==> src/rtl/xy_capture_pkg.sv <==
// Shared types for the XY capture path: FSM states, the stored point format
// and the trigger-crossing test.
package xy_capture_pkg;

    typedef enum logic [1:0] {
        IDLE,
        WAIT_TRIG,
        CAPTURE,
        DRAIN
    } state_t;

    typedef struct packed {
        logic [7:0] x;
        logic [7:0] y;
    } point_t;

    // Rising crossing of the threshold between two consecutive kept samples.
    function automatic logic rising_cross(input logic [7:0] prev,
                                          input logic [7:0] cur,
                                          input logic [7:0] level);
        return (prev < level) && (cur >= level);
    endfunction

endpackage

==> src/rtl/xy_capture_ram.sv <==
// Record store: DEPTH points, one write port, one registered read port.
module xy_capture_ram
    import xy_capture_pkg::*;
#(
    parameter int DEPTH = 256,
    parameter int AW    = $clog2(DEPTH)
) (
    input  logic          clk,
    input  logic          we,
    input  logic [AW-1:0] waddr,
    input  point_t        wdata,
    input  logic          re,
    input  logic [AW-1:0] raddr,
    output point_t        rdata
);

    point_t mem [DEPTH];

    // Read register only moves on re, so it doubles as the prefetched point.
    always_ff @(posedge clk) begin
        if (we) mem[waddr] <= wdata;
        if (re) rdata <= mem[raddr];
    end

endmodule

==> src/rtl/xy_capture.sv <==
// Decimating, edge-triggered XY record capture with a valid/ready byte drain
// (X then Y per point) toward the host link.
module xy_capture
    import xy_capture_pkg::*;
#(
    parameter int DEPTH   = 256,
    parameter int DECIM_W = 16
) (
    input  logic               clk_i,
    input  logic               rst_i,
    input  logic [7:0]         i_x,
    input  logic [7:0]         i_y,
    input  logic               i_valid,
    input  logic [DECIM_W-1:0] i_decim,
    input  logic [7:0]         i_trig_level,
    input  logic               i_arm,
    output logic               o_busy,
    output logic               o_done,
    output logic [7:0]         o_data,
    output logic               o_valid,
    input  logic               i_ready
);

    localparam int AW = $clog2(DEPTH);
    localparam logic [AW-1:0] LAST_ADDR = AW'(DEPTH - 1);
    localparam logic [AW:0]   LAST_BYTE = (AW + 1)'(2 * DEPTH - 1);

    state_t             state;
    logic [DECIM_W-1:0] decim;
    logic [DECIM_W-1:0] dcnt;
    logic [7:0]         level;
    logic [7:0]         prev_x;
    logic               have_prev;
    logic [AW-1:0]      wptr;
    logic [AW:0]        rd_ptr;
    logic [AW:0]        out_cnt;
    logic               rd_vld;
    logic               hy_pend;
    logic [7:0]         hold_y;

    logic   sampling, accept, trig, we, re, fire, load, consume, last;
    point_t wdata, rdata;

    always_comb begin
        sampling = (state == WAIT_TRIG || state == CAPTURE) && i_valid;
        accept   = sampling && (dcnt == '0);
        trig     = (state == WAIT_TRIG) && accept && have_prev
                   && rising_cross(prev_x, i_x, level);
        we       = trig || ((state == CAPTURE) && accept);
        wdata    = '{x: i_x, y: i_y};

        fire     = o_valid && i_ready;
        load     = (state == DRAIN) && (!o_valid || i_ready);
        consume  = load && !hy_pend && rd_vld;
        // Refill the read register only once its point has moved to the output side.
        re       = (state == DRAIN) && !rd_ptr[AW] && (!rd_vld || consume);
        last     = fire && (out_cnt == LAST_BYTE);
    end

    xy_capture_ram #(.DEPTH(DEPTH), .AW(AW)) u_ram (
        .clk   (clk_i),
        .we    (we),
        .waddr (wptr),
        .wdata (wdata),
        .re    (re),
        .raddr (rd_ptr[AW-1:0]),
        .rdata (rdata)
    );

    always_ff @(posedge clk_i) begin
        if (rst_i) begin
            state     <= IDLE;
            o_busy    <= 1'b0;
            o_done    <= 1'b0;
            o_valid   <= 1'b0;
            o_data    <= '0;
            decim     <= '0;
            dcnt      <= '0;
            level     <= '0;
            prev_x    <= '0;
            have_prev <= 1'b0;
            wptr      <= '0;
            rd_ptr    <= '0;
            out_cnt   <= '0;
            rd_vld    <= 1'b0;
            hy_pend   <= 1'b0;
            hold_y    <= '0;
        end else begin
            o_done <= 1'b0;
            case (state)
                IDLE: begin
                    if (i_arm) begin
                        decim     <= i_decim;
                        level     <= i_trig_level;
                        dcnt      <= '0;
                        wptr      <= '0;
                        have_prev <= 1'b0;
                        o_busy    <= 1'b1;
                        state     <= WAIT_TRIG;
                    end
                end
                WAIT_TRIG: begin
                    if (sampling) dcnt <= (dcnt == decim) ? '0 : dcnt + 1'b1;
                    if (accept) begin
                        prev_x    <= i_x;
                        have_prev <= 1'b1;
                    end
                    if (trig) begin
                        wptr  <= wptr + 1'b1;
                        state <= CAPTURE;
                    end
                end
                CAPTURE: begin
                    if (sampling) dcnt <= (dcnt == decim) ? '0 : dcnt + 1'b1;
                    if (accept) begin
                        wptr <= wptr + 1'b1;
                        if (wptr == LAST_ADDR) begin
                            rd_ptr  <= '0;
                            out_cnt <= '0;
                            rd_vld  <= 1'b0;
                            hy_pend <= 1'b0;
                            state   <= DRAIN;
                        end
                    end
                end
                DRAIN: begin
                    if (re) begin
                        rd_ptr <= rd_ptr + 1'b1;
                        rd_vld <= 1'b1;
                    end else if (consume) begin
                        rd_vld <= 1'b0;
                    end
                    // Y of the point on the output goes next; otherwise pull the prefetched point.
                    if (load) begin
                        if (hy_pend) begin
                            o_data  <= hold_y;
                            o_valid <= 1'b1;
                            hy_pend <= 1'b0;
                        end else if (rd_vld) begin
                            o_data  <= rdata.x;
                            hold_y  <= rdata.y;
                            hy_pend <= 1'b1;
                            o_valid <= 1'b1;
                        end else begin
                            o_valid <= 1'b0;
                        end
                    end
                    if (fire) out_cnt <= out_cnt + 1'b1;
                    if (last) begin
                        o_valid <= 1'b0;
                        o_busy  <= 1'b0;
                        o_done  <= 1'b1;
                        state   <= IDLE;
                    end
                end
                default: state <= IDLE;
            endcase
        end
    end

endmodule

==> config.mk <==
export PLATFORM = sky130hd
export DESIGN_NAME = xy_capture
export DESIGN_NICKNAME = d
export VERILOG_FILES = /design/src/rtl/xy_capture_pkg.sv /design/src/rtl/xy_capture_ram.sv /design/src/rtl/xy_capture.sv
export SDC_FILE = /design/constraint.sdc
export NUM_CORES = 2
export LEC_CHECK = 0
export CORE_MARGIN = 3
export CORE_UTILIZATION = 35
export DETAILED_ROUTE_END_ITERATION = 10
export GPL_TIMING_DRIVEN = 0
export SETUP_SLACK_MARGIN = 0.2
export SLEW_MARGIN = 40
export SYNTH_ARGS = -nofsm -noshare
export SYNTH_HDL_FRONTEND = slang
export SYNTH_HIERARCHICAL = 1
export SYNTH_SLANG_ARGS = --single-unit
export TNS_END_PERCENT = 50
==> constraint.sdc <==
create_clock -name clk_i -period 3.75 [get_ports clk_i]
set_input_delay 0.375 -clock clk_i [delete_from_list [all_inputs] [get_ports clk_i]]
set_output_delay 0.375 -clock clk_i [all_outputs]
set_load 0.005 [all_outputs]
[Word-level counts from Yosys, hierarchy flattened]
Memories as Yosys holds them, arrays and structs flattened. A register that Yosys moved wholly into a read port is not among the register bits.
Cells that the tools add are included.
Storage, ports and cells
  flip-flop bits (word level): 98
  output and inout bits: 11
  word-level logic and storage cells: 132
  RAM bits: 4096
  bits in read-only memories: 0
  latch bits: 0
  input port bits: 45
  memories: 1
Memories
  u_ram.mem: words 256, bits a word 16, rd ports 1, clocked after Yosys merged registers in 1, write ports 1, RTL line xy_capture_ram.sv:17  | point_t mem [DEPTH];
Operators by class
  reduce and logical (&&, ||, !) cells: 47
  equal/unequal tests: 17
  bitwise logic cells: 2
  shift-type cells: 0
  div/mod/pow operators: 0
  magnitude comparators: 2
  mux-type cells: 43
  $mul: 0
  add/subtract/negate cells: 4
Operators with widths (count)
  2-to-1 mux 16 bit: 3
  2-to-1 mux 8 bit: 5
  2-to-1 mux 9 bit: 4
  one-hot mux 9 bit (2 select lines): 2
  one-hot mux 16 bit (2 select lines): 1
  one-hot mux 8 bit (3 select lines): 1
  AND reduction 4 bit: 6
  adder 9 x 1 -> 9 bit, second input constant: 2
  2-to-1 mux 1 bit: 17
  adder 16 x 1 -> 16 bit, second input constant: 1
  == test 16 bit: 1
  logical NOT 16 bit: 1
  inequality test 2 bit, second input constant: 8
  logical AND 1 bit: 14
  AND reduction 3 bit: 4
  nonzero test 2 bit: 6
  2-to-1 mux 2 bit: 5
  == test 9 bit, second input constant: 1
  adder 8 x 1 -> 8 bit, second input constant: 1
  == test 8 bit, second input constant: 1
  >= comparator 8 bit: 1
  less-than comparator 8 bit: 1
  one-hot mux 1 bit (2 select lines): 4
  one-hot mux 2 bit (4 select lines): 1
  other kinds (12): 24

[Depth between registers and ports, before layout]
  depth in word-level cells: 10
  mapped depth: 14
  depth with buffers taken out: 10

[Cells and area by module]
Netlist, hierarchy kept.
Modules (own cells, without submodules)
  xy_capture_ram: sequential area each 123478.4 µm², times used 1, area an instance 158874.9 µm², cells each 7360
  xy_capture: sequential area each 1961.9 µm², times used 1, area an instance 5144.9 µm², cells each 630

[Least setup slack after synthesis]
Ideal clock, no wire load.
  path type: register -> register
  from: register level[2]
  to: memory u_ram/mem[234][0] (netlist bit), enable pin
  cell stages (with the launch flop): 15
  slack: -74 ps
  library setup time: 388 ps
  data required time: 3362 ps
  period minus slack after synthesis: 3824 ps
  buffers on the path: 4
  data arrival time: 3436 ps
  cells stage by stage: dfxtp_1 > inv_1 > ha_1 > a211o_1 > a31oi_1 > o311ai_0 > a221o_1 > buf_4 > nor2_1 > o21a_1 > clkbuf_1 > clkbuf_1 > nand3_1 > clkbuf_1 > nor2_1
On the way
  longest elaborated chain between the ends: 6
  elaborated cells on any way between the ends: 7
  those cells by class: 2 x order compare; 2 x mux; 3 x reduce/logical
Ends and longest elaborated chain
  start: declaration: RTL line xy_capture.sv:31  | logic [7:0] level;
  start signal: assignment: RTL line xy_capture.sv:94  | level <= i_trig_level;
  less-than comparator 8 bit or >= comparator 8 bit (tied branches): RTL line xy_capture_pkg.sv:21  | return (prev < level) && (cur >= level);
  logical AND 1 bit (*): RTL line xy_capture_pkg.sv:21
  logical AND 1 bit (*): RTL line xy_capture.sv:48  | && rising_cross(prev_x, i_x, level);
  logical OR 1 bit (*): RTL line xy_capture.sv:49  | we = trig || ((state == CAPTURE) && accept);
  via we: RTL line xy_capture.sv:41  | logic sampling, accept, trig, we, re, fire, load, consume, last;
  2-to-1 mux 1 bit (*): RTL line xy_capture_ram.sv:21  | if (we) mem[waddr] <= wdata;
  2-to-1 mux 1 bit (implied by the code) (*): RTL line xy_capture_ram.sv:21
  end: declaration: RTL line xy_capture_ram.sv:17
The timed path passes the listed nets; every way through them passes the cells marked *.

==> flow_summary.toml <==
[grt]
grt_max_degree = 101
grt_pass1_vias = 88500
grt_pass1_wl_um = 728000
antenna_found_initial = 27
grtUsageTotal = 0.218
grt.overflow.total = 0

[sta]
finalHoldViolCount = 0
timing.final.crit_share = 1.05
max_freq_mhz = 254
skew_ps = 64.1
final.min_clock_period_ps = 3930
relSlewSlack = 0.369
finalSetupViolCount = 76
fin_hold_ws_ps = 6.15
tightest_slew_ps = 944
slew_violations = 0
grt_setup_unrepaired = "yes"
layout_setup_ws_ps = -183

[clock_tree]
tritoncts = "done"
clock_latency_ps = 1060
root_buffer = "clkbuf_16"
path_clk_slew_ps = 60
cts.path.max_buffers = 4
clock-sinks = 4210
cts_max_level = 5
cts-buffers-inserted = 411

[placed_design]
hpwl_um = 358000
place_ws_ps = -2880
place_area_mm2 = 0.179
routabilityCongestion = 1.01
place_inst = 14400
io_buffers = 55

[worst_setup_path]
critPathKind = "flop to flop"
start_kind = "flop"
path_max_fanout = 11
critPathArrivalTime_ps = 4670
crit_required_ps = 4480
end_kind = "flop"
reg2reg_depth = 10

[route]
drc = 0
drtIter0Drc = 14600
ant_nets = 0
wl_per_cell_um = 34.3
drt-total-wl_um = 536000
vias = 91500
first_pass_iters = 6
via_per_inst = 5.84

[yosys]
ys_warn_count = 6
synthTopCellsByArea = "edfxtp_1 (75%), mux4_2 (11%), mux2i_1 (3.5%)"
yosys.cell_types.count = 72
ys_seq_area_frac = 0.765
syn-num-nets = 8060
yosysTopAreaCell = "edfxtp_1"
synth-seq-cells = 4210
async_flop_share = 0
ys.flop_type = "edfxtp_1"
synth_top_cell_area_share = 0.753
synth_edf_count = 4112
syn_avg_cell_area_um2 = 20.5
syn_area_mm2 = 0.164
synth_cells = 7990

[floorplan]
core_mm2 = 0.465
die-area_mm2 = 0.477
ios = 56
fp-row-count = 250
dieHeight_um = 691
start_util = 0.353
fp.dieW_um = 691

[worst_hold_path]
hold_depth = 3
hold_class = "input port to flop"

[layout]
stdcell_count = 15700
area_growth_pct = 23.3
fin_nets = 9185
final_cell_area_mm2 = 0.202
nFillCells = 38800
layout-drive-gt1-share = 0.331

[power_and_ir_drop]
peakVddDrop_mv = 0.419
power_leakage_nw = 61.0
p_total_mw = 120
cellPowerDensity_mw_per_mm2 = 591

[flow_run]
cap_violations = 0

[status]
violations = "setup timing"
outcome = "finished with violations"
through the flow:
stage | utilization | TNS (ps)
detailed placement | 0.384 | -8641280
floorplan | - | -4940
global placement | 0.371 | -
CTS | 0.429 | -9270
finish | 0.435 | -3310
global route | 0.435 | -18470
where the power goes:
part           internal (mW)  total, mW  switching [mW]  leakage [nW]
combinational           11.5       26.8            15.2          16.8
sequential              51.7       51.8           0.119          37.7
clock                   22.7       40.9            18.2          6.44
total                   86.0        120            33.5          61.0
cell usage after synthesis (all sizes together), types with 3 or more instances:
master and instances:
a31oi 10, dfxtp 98, and4 3, o311ai 3, nand2 154, xnor2 15
inv 23, buf 241, mux2i 577, a22oi 44, nand4 46, o22ai 153
ha 25, or2 7, nand2b 18, xor2 24, or3 5, and3 22
a22o 32, and2 5, mux4 797, o221ai 256, nand3b 3, o32ai 22
nand3 57, a2111oi 7, a221oi 28, a311oi 4, nor4 28, o21a 3
nor2b 12, clkbuf 251, or4b 6, o31ai 17, mux2 89, nor2 356
nand4b 3, o21ai 50, a21oi 228, nor3 105, a211oi 27, edfxtp 4112
a21o 6
state kept, by name, indices dropped and copies added (netlist names):
register / cells
dcnt: 16
decim: 16
have_prev: 1
hold_y: 8
hy_pend: 1
level: 8
o_busy: 1
o_data: 8
o_done: 1
o_valid: 1
out_cnt: 9
prev_x: 8
rd_ptr: 9
rd_vld: 1
state: 2
u_ram/mem: 4096
u_ram/rdata: 16
wptr: 8
worst max-delay path, stage by stage (launching register included):
cell      delay, ps
dfxtp_1         440
buf_6           280
nand2b_1        140
buf_2           290
clkbuf_2        440
clkbuf_2        450
o221ai_1        280
o22ai_1         250
nor3_1          130
nor3_2          730
nor4_4          160
routing by layer:
metal,share of wire,track usage,routed length [um]
met5,0.00056,0,303
met3,0.12,0.0551,62900
met1,0.37,0.291,199000
met2,0.45,0.332,242000
met4,0.060,0.109,32200
cell usage in the layout, fill, tap and decap left out, types with 27 or more instances in the layout:
cell type        count
clkbuf_1           135
a21oi_1            199
mux2_2              89
edfxtp_1          4112
mux2i_1            575
buf_4              261
buf_8               93
clkinv_2            84
o21ai_0             35
dfxtp_1             87
o22ai_1            127
nor2_4             258
clkinvlp_4          27
o221ai_1           182
a211oi_1            27
nand2_1            147
a21oi_2             28
buf_2               54
buf_12             218
clkinv_1            96
clkdlybuf4s50_1     39
clkbuf_4            50
clkbuf_2           101
dlygate4sd3_1       50
nor3_1              53
nand4_1             46
mux4_2             797
a22o_1              30
bufinv_16           33
nand3_1             35
nor2_1              95
o221ai_2            67
buf_6              106
clkbuf_16          438
buf_16             131
path summary, 6_finish.rpt:
path	start	to	slack [ps]
worst max-delay path	rd_ptr[2]	u_ram/rdata[4]	-180
worst min-delay path	i_x[4]	u_ram/mem[184][12]	6
worst max register to register	rd_ptr[2]	u_ram/rdata[4]	-180
worst min register to register	prev_x[0]	prev_x[0]	450
what timing repair did:
item | 4_1_cts | 5_1_grt
cloned | 10 | 8
setup endpoints to repair | 4107 | 3963
hold endpoints to repair | 868 | 0
hold buffers | 74 | 0
pin swaps | 187 | 86
resized for setup | 629 | 282
buffers inserted | 250 | 135
final cells by class:
cell class	count	area (um^2)	area share
Antenna cell	13	32.5	0.000161
Buffer	492	4680	0.0232
Clock buffer	486	10600	0.0526
Clock inverter	280	2690	0.0133
Inverter	23	91.3	0.000452
Multi-Input combinational cell	3265	40100	0.198
Sequential cell	4210	125000	0.620
Tap cell	6174	7720	0.0382
Timing Repair Buffer	712	10900	0.0539
cells by family after synthesis:
family          after synthesis  share of synthesized area
fa+ha+maj                    25                    0.00191
flops                      4210                      0.765
mux                        1463                      0.151
xor+xnor                     39                    0.00208
compound gates              902                     0.0389
simple gates                836                     0.0234
buf+inv                     515                     0.0182
Power figures use the tool's default switching activity.
